<file path="src/rtl/fpga_cmd_decoder.sv">
// ============================================================================
// fpga_cmd_decoder : ARM SPI command decoder for FPGA mode/divisor/threshold
// Revision 1.0
// ============================================================================
`default_nettype none

module fpga_cmd_decoder #(
  parameter logic [7:0] DIV_RESET = 8'd95,
  parameter logic [7:0] THR_RESET = 8'd127
) (
  input  logic       ck_1356meg,
  input  logic       rst,
  input  logic       ncs,
  input  logic       spck,
  input  logic       mosi,
  output logic [3:0] major_mode,
  output logic [3:0] minor_mode,
  output logic [7:0] divisor,
  output logic [7:0] threshold,
  output logic       cmd_valid,
  output logic       frame_err
);

  localparam logic [3:0] OP_SET_CONF    = 4'h1;
  localparam logic [3:0] OP_SET_DIVISOR = 4'h2;
  localparam logic [3:0] OP_SET_THRESH  = 4'h3;
  localparam logic [4:0] CNT_FULL       = 5'd16;
  localparam logic [4:0] CNT_SAT        = 5'd17;

  typedef enum logic [0:0] {
    IDLE  = 1'b0,
    SHIFT = 1'b1
  } state_t;

  state_t      state, state_next;
  logic [2:0]  ncs_sync;
  logic [2:0]  spck_sync;
  logic [1:0]  mosi_sync;
  logic [15:0] shreg, shreg_next;
  logic [4:0]  cnt, cnt_next;
  logic        live;
  logic        armed;

  logic        ncs_fall, ncs_rise, spck_rise;
  logic        frame_done;
  logic        len_ok, op_known;
  logic        accept, reject;
  logic [3:0]  opcode;

  // Index 0 is the first synchroniser stage, index 2 the edge-detect delay.
  always_ff @(posedge ck_1356meg) begin
    if (rst) begin
      ncs_sync  <= 3'b111;
      spck_sync <= 3'b000;
      mosi_sync <= 2'b00;
    end else begin
      ncs_sync  <= {ncs_sync[1:0], ncs};
      spck_sync <= {spck_sync[1:0], spck};
      mosi_sync <= {mosi_sync[0], mosi};
    end
  end

  assign spck_rise =  spck_sync[1] & ~spck_sync[2];
  assign ncs_fall  = ~ncs_sync[1]  &  ncs_sync[2];
  assign ncs_rise  =  ncs_sync[1]  & ~ncs_sync[2];

  // The ncs flops reset high, so a chip select already low at reset release
  // looks like a falling edge. Frames start only after ncs is seen truly high.
  always_ff @(posedge ck_1356meg) begin
    if (rst) begin
      live  <= 1'b0;
      armed <= 1'b0;
    end else begin
      live  <= 1'b1;
      armed <= armed | (live & ncs_sync[0]);
    end
  end

  always_ff @(posedge ck_1356meg) begin
    if (rst) begin
      state <= IDLE;
      shreg <= 16'h0000;
      cnt   <= 5'd0;
    end else begin
      state <= state_next;
      shreg <= shreg_next;
      cnt   <= cnt_next;
    end
  end

  always_comb begin
    state_next = state;
    shreg_next = shreg;
    cnt_next   = cnt;
    frame_done = 1'b0;
    case (state)
      IDLE: begin
        if (ncs_fall && armed) begin
          state_next = SHIFT;
          shreg_next = 16'h0000;
          cnt_next   = 5'd0;
        end
      end
      SHIFT: begin
        if (ncs_rise) begin
          state_next = IDLE;
          frame_done = 1'b1;
        end else if (ncs_fall) begin
          shreg_next = 16'h0000;
          cnt_next   = 5'd0;
        end else if (spck_rise) begin
          shreg_next = {shreg[14:0], mosi_sync[1]};
          cnt_next   = (cnt == CNT_SAT) ? cnt : cnt + 5'd1;
        end
      end
      default: state_next = IDLE;
    endcase
  end

  assign opcode   = shreg[15:12];
  assign len_ok   = (cnt == CNT_FULL);
  assign op_known = (opcode == OP_SET_CONF) || (opcode == OP_SET_DIVISOR) ||
                    (opcode == OP_SET_THRESH);
  assign accept   = frame_done &  (len_ok & op_known);
  assign reject   = frame_done & ~(len_ok & op_known);

  always_ff @(posedge ck_1356meg) begin
    if (rst) begin
      major_mode <= 4'h0;
      minor_mode <= 4'h0;
      divisor    <= DIV_RESET;
      threshold  <= THR_RESET;
      cmd_valid  <= 1'b0;
      frame_err  <= 1'b0;
    end else begin
      cmd_valid <= accept;
      frame_err <= reject;
      if (accept) begin
        case (opcode)
          OP_SET_CONF: begin
            major_mode <= shreg[3:0];
            minor_mode <= shreg[7:4];
          end
          OP_SET_DIVISOR: divisor   <= shreg[7:0];
          OP_SET_THRESH:  threshold <= shreg[7:0];
          default: ;
        endcase
      end
    end
  end

endmodule

`default_nettype wire

</file>
<file path="config.mk">
export PLATFORM = sky130hd
export DESIGN_NAME = fpga_cmd_decoder
export DESIGN_NICKNAME = d
export VERILOG_FILES = /design/src/rtl/fpga_cmd_decoder.sv
export SDC_FILE = /design/constraint.sdc
export NUM_CORES = 1
export LEC_CHECK = 0
export CAP_MARGIN = 5
export CORE_ASPECT_RATIO = 0.8
export CORE_MARGIN = 10
export CORE_UTILIZATION = 55
export CTS_BUF_LIST = sky130_fd_sc_hd__clkbuf_8
export CTS_CLUSTER_SIZE = 24
export DETAILED_ROUTE_END_ITERATION = 10
export DONT_BUFFER_PORTS = 1
export PLACE_DENSITY = 0.74
export SYNTH_ARGS = -nofsm -noshare
export SYNTH_HDL_FRONTEND = slang
export SYNTH_SLANG_ARGS = --single-unit
</file>
<file path="constraint.sdc">
create_clock -name ck_1356meg -period 2.4 [get_ports ck_1356meg]
set_clock_uncertainty 0.1 [all_clocks]
set_input_delay 0.36 -clock ck_1356meg [delete_from_list [all_inputs] [get_ports ck_1356meg]]
set_output_delay 0.36 -clock ck_1356meg [all_outputs]
set_load 0.05 [all_outputs]
</file>
==> results.cfg, run 1 <==
[finish]
final_common_cell = dfxtp_1
antenna_cells = 0
num-fill-cells = 334
final_cell_mix = dfxtp_1 (58), nand2_1 (35), mux2i_1 (24)
syn2layout_area_growth_pct = 12.4
layout-drive-gt1-share_pct = 11.4
fin_nets = 248

[placement]
place_congestion = 0.828
io_buffers = 0
post-dp-hpwl_um = 2890

[sta]
fmax_mhz = 441
slew_headroom_pct = 57.2
worst_pin_slew_ps = 643
finalCritPeriodShare_pct = 94.5
fin_crit_ps = 2270
rsz0062_at_grt = false
whs_ps = 31.6
slew_violations = 0
tns_ps = 0
final-hold-violation-count = 0
report.final.setup_viol = 0

[detailed_routing]
wl_per_cell_um = 15.4
drc = 0
final_antenna_net_count = 0
wl_um = 4610
num_vias = 1673
avgViaCountPerCell = 5.58
firstDrtPassIters = 4
drtIter0Drc = 134

[worst_setup_path]
worst-endpoint-arrival_ps = 2390
crit_chain = or4b_4 -> or4_1 -> mux2i_1 -> nor2_1
crit_fanout = 8
cp.required_ps = 2520
critical_path_class = register to register
crit_path_end_kind = register
worstSetupStartpointType = register
slowest_delay_ps = 800
slowest_stage = or4_1

[clocking]
cts_hold_buf = 1
clockBufferDepth = 2
cts.repair.resized = 0
clockRootBuffer = clkbuf_8
postCtsSetupBuffers = 0
cts_sinks = 58
htree_levels = 3
cts_tree = yes
clk_pin_slew_worst_paths_ps = 60
clkLatencyLatePin_ps = 330
cts_buffers = 9

[power_and_ir_drop]
seq_power_share_pct = 51.1
switching_share_pct = 20.8
power_frac_clock_pct = 46.8
p_per_area_mw_per_mm2 = 763
p_sw_uw = 397
peakVddDrop_mv = 0.647
power_leakage_nw = 0.914
pwr-share-comb_pct = 2.0
p_int_mw = 1.51

[yosys]
ys_warn_count = 0
synthDistinctLibCells = 32
synthesis.area_mm2 = 0.00223
syn_avg_cell_area_um2 = 9.44
ys_seq_area_share_pct = 52.1
synth_seq_cells = 58
syn-instance-count = 236
synth_nets = 244

[status]
outcome = completed

[floorplanning]
die-area_mm2 = 0.00701
start_util_pct = 57.8
io_pins = 31
core_area_mm2 = 0.00385
die_x_um = 91.2
die_height_um = 76.9
row_count = 20

[global_route]
grt_pass1_vias = 1584
grt_max_degree = 38
grt_remaining_overflow = 0
grt_pass1_wl_um = 7630
grt.total_usage_pct = 13.4
antenna_found_initial = 0

[run]
drv_cap = 0

[min_path]
hold_path.class = input port to register
-- area by class of cell --
class	count	area (um2)	share of cell area, %
sequential	58	1160	46.4
timing repair buffer	7	65.1	2.60
inverter	5	18.8	0.749
tap	55	68.8	2.75
multi-input combinational	159	987	39.4
clock inverter	5	52.6	2.10
clock buffer	11	151	6.04
-- state kept, by name, indices dropped and copies added, names as in the netlist --
register	flops
shreg	16
state	1
major_mode	4
frame_err	1
minor_mode	4
live	1
ncs_sync	3
threshold	8
armed	1
mosi_sync	2
cmd_valid	1
divisor	8
spck_sync	3
cnt	5
-- synth_stat cells --
library cell,number,area share [%]
dfxtp_1,58,52
nand2_1,35,5.9
mux2i_1,24,11
a21oi_1,22,4.9
nand3_1,18,4.0
nor2_1,15,2.5
clkbuf_1,12,2.0
nor2b_1,5,1.4
nor3_1,5,1.1
inv_1,4,0.67
nand2b_1,4,1.1
nand3b_1,4,1.3
o21ai_0,4,0.90
ha_1,3,1.7
or4_1,3,1.0
nor4_4,2,1.9
o22ai_1,2,0.56
or2_2,2,0.56
a32o_1,1,0.45
and2_1,1,0.28
and3_1,1,0.28
and4_1,1,0.39
and4bb_1,1,0.56
buf_2,1,0.22
buf_6,1,0.51
clkinv_1,1,0.17
nand4_1,1,0.28
nand4b_1,1,0.39
nand4bb_1,1,0.51
nor3b_1,1,0.34
or4b_4,1,0.62
xor2_1,1,0.39
-- layer usage --
| metal | wire (um) | global-route usage (%) |
|---|---|---|
| met5 | 0 | 0 |
| met4 | 57 | 5.78 |
| met3 | 454 | 6.91 |
| met2 | 2080 | 19.9 |
| met1 | 2020 | 15.8 |
-- logic make-up (layout without fill, tap and decap cells) --
family,Yosys count,count (layout),synth area share (%)
AO/OA/AOI/OAI,29,29,6.85
adder cells (fa/ha/maj),3,3,1.68
XOR/XNOR,1,1,0.393
AND/OR/NAND/NOR,102,102,24.6
buffers and inverters,19,28,3.59
multiplexers,24,24,10.8
flip-flops,58,58,52.1
-- path summary, 6_finish.rpt --
| check | start | cells after the start | slack, ps | endpoint |
|---|---|---|---|---|
| setup / recovery | cnt[2] | 4 | 130 | major_mode[3] |
| hold / removal | ncs | 1 | 30 | ncs_sync[0] |
| setup reg to reg | cnt[2] | 4 | 130 | major_mode[3] |
| hold reg to reg | mosi_sync[0] | 1 | 340 | mosi_sync[1] |
-- power by group through the flow --
stage | clock (mW) | sequential [mW] | combinational (mW)
floorplan | 0 | 0.996 | 0.0304
global placement | 0 | 0.998 | 0.0259
detailed placement | 0 | 0.998 | 0.0258
CTS | 0.917 | 0.977 | 0.0389
global route | 0.951 | 0.977 | 0.0435
finish | 0.895 | 0.977 | 0.0387
-- through the flow --
step                util (%)  setup slack (ps)  cells  area, um2  total power [mW]
floorplan                  -               328    236       2230              1.03
global placement        59.2               213    283       2280              1.02
detailed placement      59.2               180    283       2280              1.02
CTS                     65.0               118    300       2500              1.93
global route            65.0              53.8    300       2500              1.97
finish                  65.0               131    300       2500              1.91
-- worst max-delay path, delay by kind of cell, from the launching register on --
| kind | cells | cell delay, ps |
|---|---|---|
| flops | 1 | 350 |
| simple gates | 3 | 1450 |
| mux | 1 | 270 |
(Power assumes the default switching activity.)
==> run 2: changes to the inputs <==
- CELL_PAD_IN_SITES_DETAIL_PLACEMENT: not set -> 1
- CELL_PAD_IN_SITES_GLOBAL_PLACEMENT: not set -> 1
- CORE_ASPECT_RATIO: 0.8 -> 0.6
- CORE_UTILIZATION: 55 -> 50
- HOLD_SLACK_MARGIN: not set -> 0.1
- PLACE_DENSITY: 0.74 -> 0.85
==> run 2 against run 1 <==
Compared with the run above: total power shrank 0.80%; highest routed layer unchanged; sequential power is essentially flat; via count grew 0.96%; non-clock buffer count grew 3; combinational power grew 18%.
==> results.cfg, run 2 (synthesized netlist as in run 1, its figures left out) <==
[finish]
antenna_cells = 0
final_util_pct = 60.1
largest_register = shreg
final_cell_mix = dfxtp_1 (58), nand2_1 (35), mux2i_1 (24)
fin_nets = 251
layout-drive-gt1-share_pct = 10.9
final_common_cell = dfxtp_1
largest_register_ff_count = 16
reg_top3 = shreg x16, divisor x8, threshold x8
syn2layout_area_growth_pct = 13.5

[clocking]
cts_tree = yes
clockRootBuffer = clkbuf_8
postCtsSetupBuffers = 0
cts.repair.resized = 0
clockBufferDepth = 2
clk_pin_slew_worst_paths_ps = 60
cts_buffers = 9
htree_levels = 3
cts_sinks = 58
clkLatencyLatePin_ps = 330

[placement]
io_buffers = 0
post-dp-hpwl_um = 3850
place_congestion = 0.816

[global_route]
grt_pass1_vias = 1805
grt_remaining_overflow = 0
grt_pass1_wl_um = 9520
grt_max_degree = 42
antenna_found_initial = 0
grt.total_usage_pct = 15.9

[sta]
final-hold-violation-count = 0
rsz0062_at_grt = false
fin_crit_ps = 2320
slew_violations = 0
fmax_mhz = 431
slew_headroom_pct = 50.7
whs_ps = 203
report.final.setup_viol = 0
worst_pin_slew_ps = 739
tns_ps = 0
finalCritPeriodShare_pct = 96.8

[min_path]
min_path_cells = 2
hold_path.class = input port to register

[worst_setup_path]
crit_chain = or4b_4 -> or4_1 -> mux2i_1 -> nor2_1
worst-endpoint-arrival_ps = 2450
critical_path_class = register to register
cp_num_cells = 4
slowest_stage = or4_1
cp.required_ps = 2520
crit_buf_inv = 0
crit_fanout = 8
crit_path_end_kind = register
cp_top_family = simple AND/OR/NAND/NOR gates
worstSetupStartpointType = register
reg2reg_depth = 4
slowest_delay_ps = 820

[floorplanning]
die-area_mm2 = 0.00761
core_area_mm2 = 0.00421
die_x_um = 106
die_height_um = 71.7
row_count = 18
start_util_pct = 52.9
io_pins = 31

[detailed_routing]
drtIter0Drc = 94
firstDrtPassIters = 4
final_antenna_net_count = 0
num_vias = 1689
wl_per_cell_um = 18.4
avgViaCountPerCell = 5.50
drc = 0
wl_um = 5650

[run]
drv_cap = 0

[power_and_ir_drop]
p_per_area_mw_per_mm2 = 749
power_leakage_nw = 0.915
peakVddDrop_mv = 0.486

[status]
outcome = completed
run 2: cell types whose count changed in the layout (fill, tap and decap cells not counted):
| cell | before | now |
|---|---|---|
| dlygate4sd3_1 | 0 | 3 |
| clkinv_2 | 3 | 2 |
| clkinvlp_4 | 1 | 2 |
| clkbuf_8 | 11 | 10 |
run 2: worst register-to-register path: cells and delay by family, from the launching register on:
family,cells,cell delay [ps]
flops,1,350
mux,1,290
simple gates,3,1470
run 2: area by class of cell:
cell class,count,area [um2]
fillers,501,1680
well taps,60,75.1
inverters,5,18.8
clock inverters,5,55.1
multi-input cells,159,987
clock buffers,10,138
repair buffers,10,95.1
flip-flops and latches,58,1160
run 2: timing repair:
action | 4_1_cts | 5_1_grt
endpoints found under the hold margin | 41 | 0
hold buffers | 4 | 0
setup endpoints to repair | 0 | 0
run 2: worst paths after layout:
path,from,to,slack [ps]
min,rst,cnt[2],200
max reg2reg,cnt[2],major_mode[1],80
min reg2reg,spck_sync[0],spck_sync[1],340
max,cnt[2],major_mode[1],80
run 2: where the power goes:
group / switching, mW / internal (mW)
Sequential: 0.00607 / 0.971
Clock: 0.375 / 0.497
Combinational: 0.0290 / 0.0167
run 2: per-layer routing:
layer  share of wire, %  global-route usage (%)  routed length [um]
met1                 45                    18.8                2550
met2                 46                    24.2                2590
met3                7.9                    8.93                 444
met4                1.0                    4.93                  59
met5                  0                       0                   0
run 2: through the flow:
stage,power (mW),cells,worst slack [ps],instance area (um2)
detailed placement,1.03,288,89.5,2290
finish,1.90,307,77.3,2530
global route,1.97,307,1.32,2530
global placement,1.03,288,214,2290
CTS,1.92,307,75.9,2530
floorplan,1.03,236,328,2230
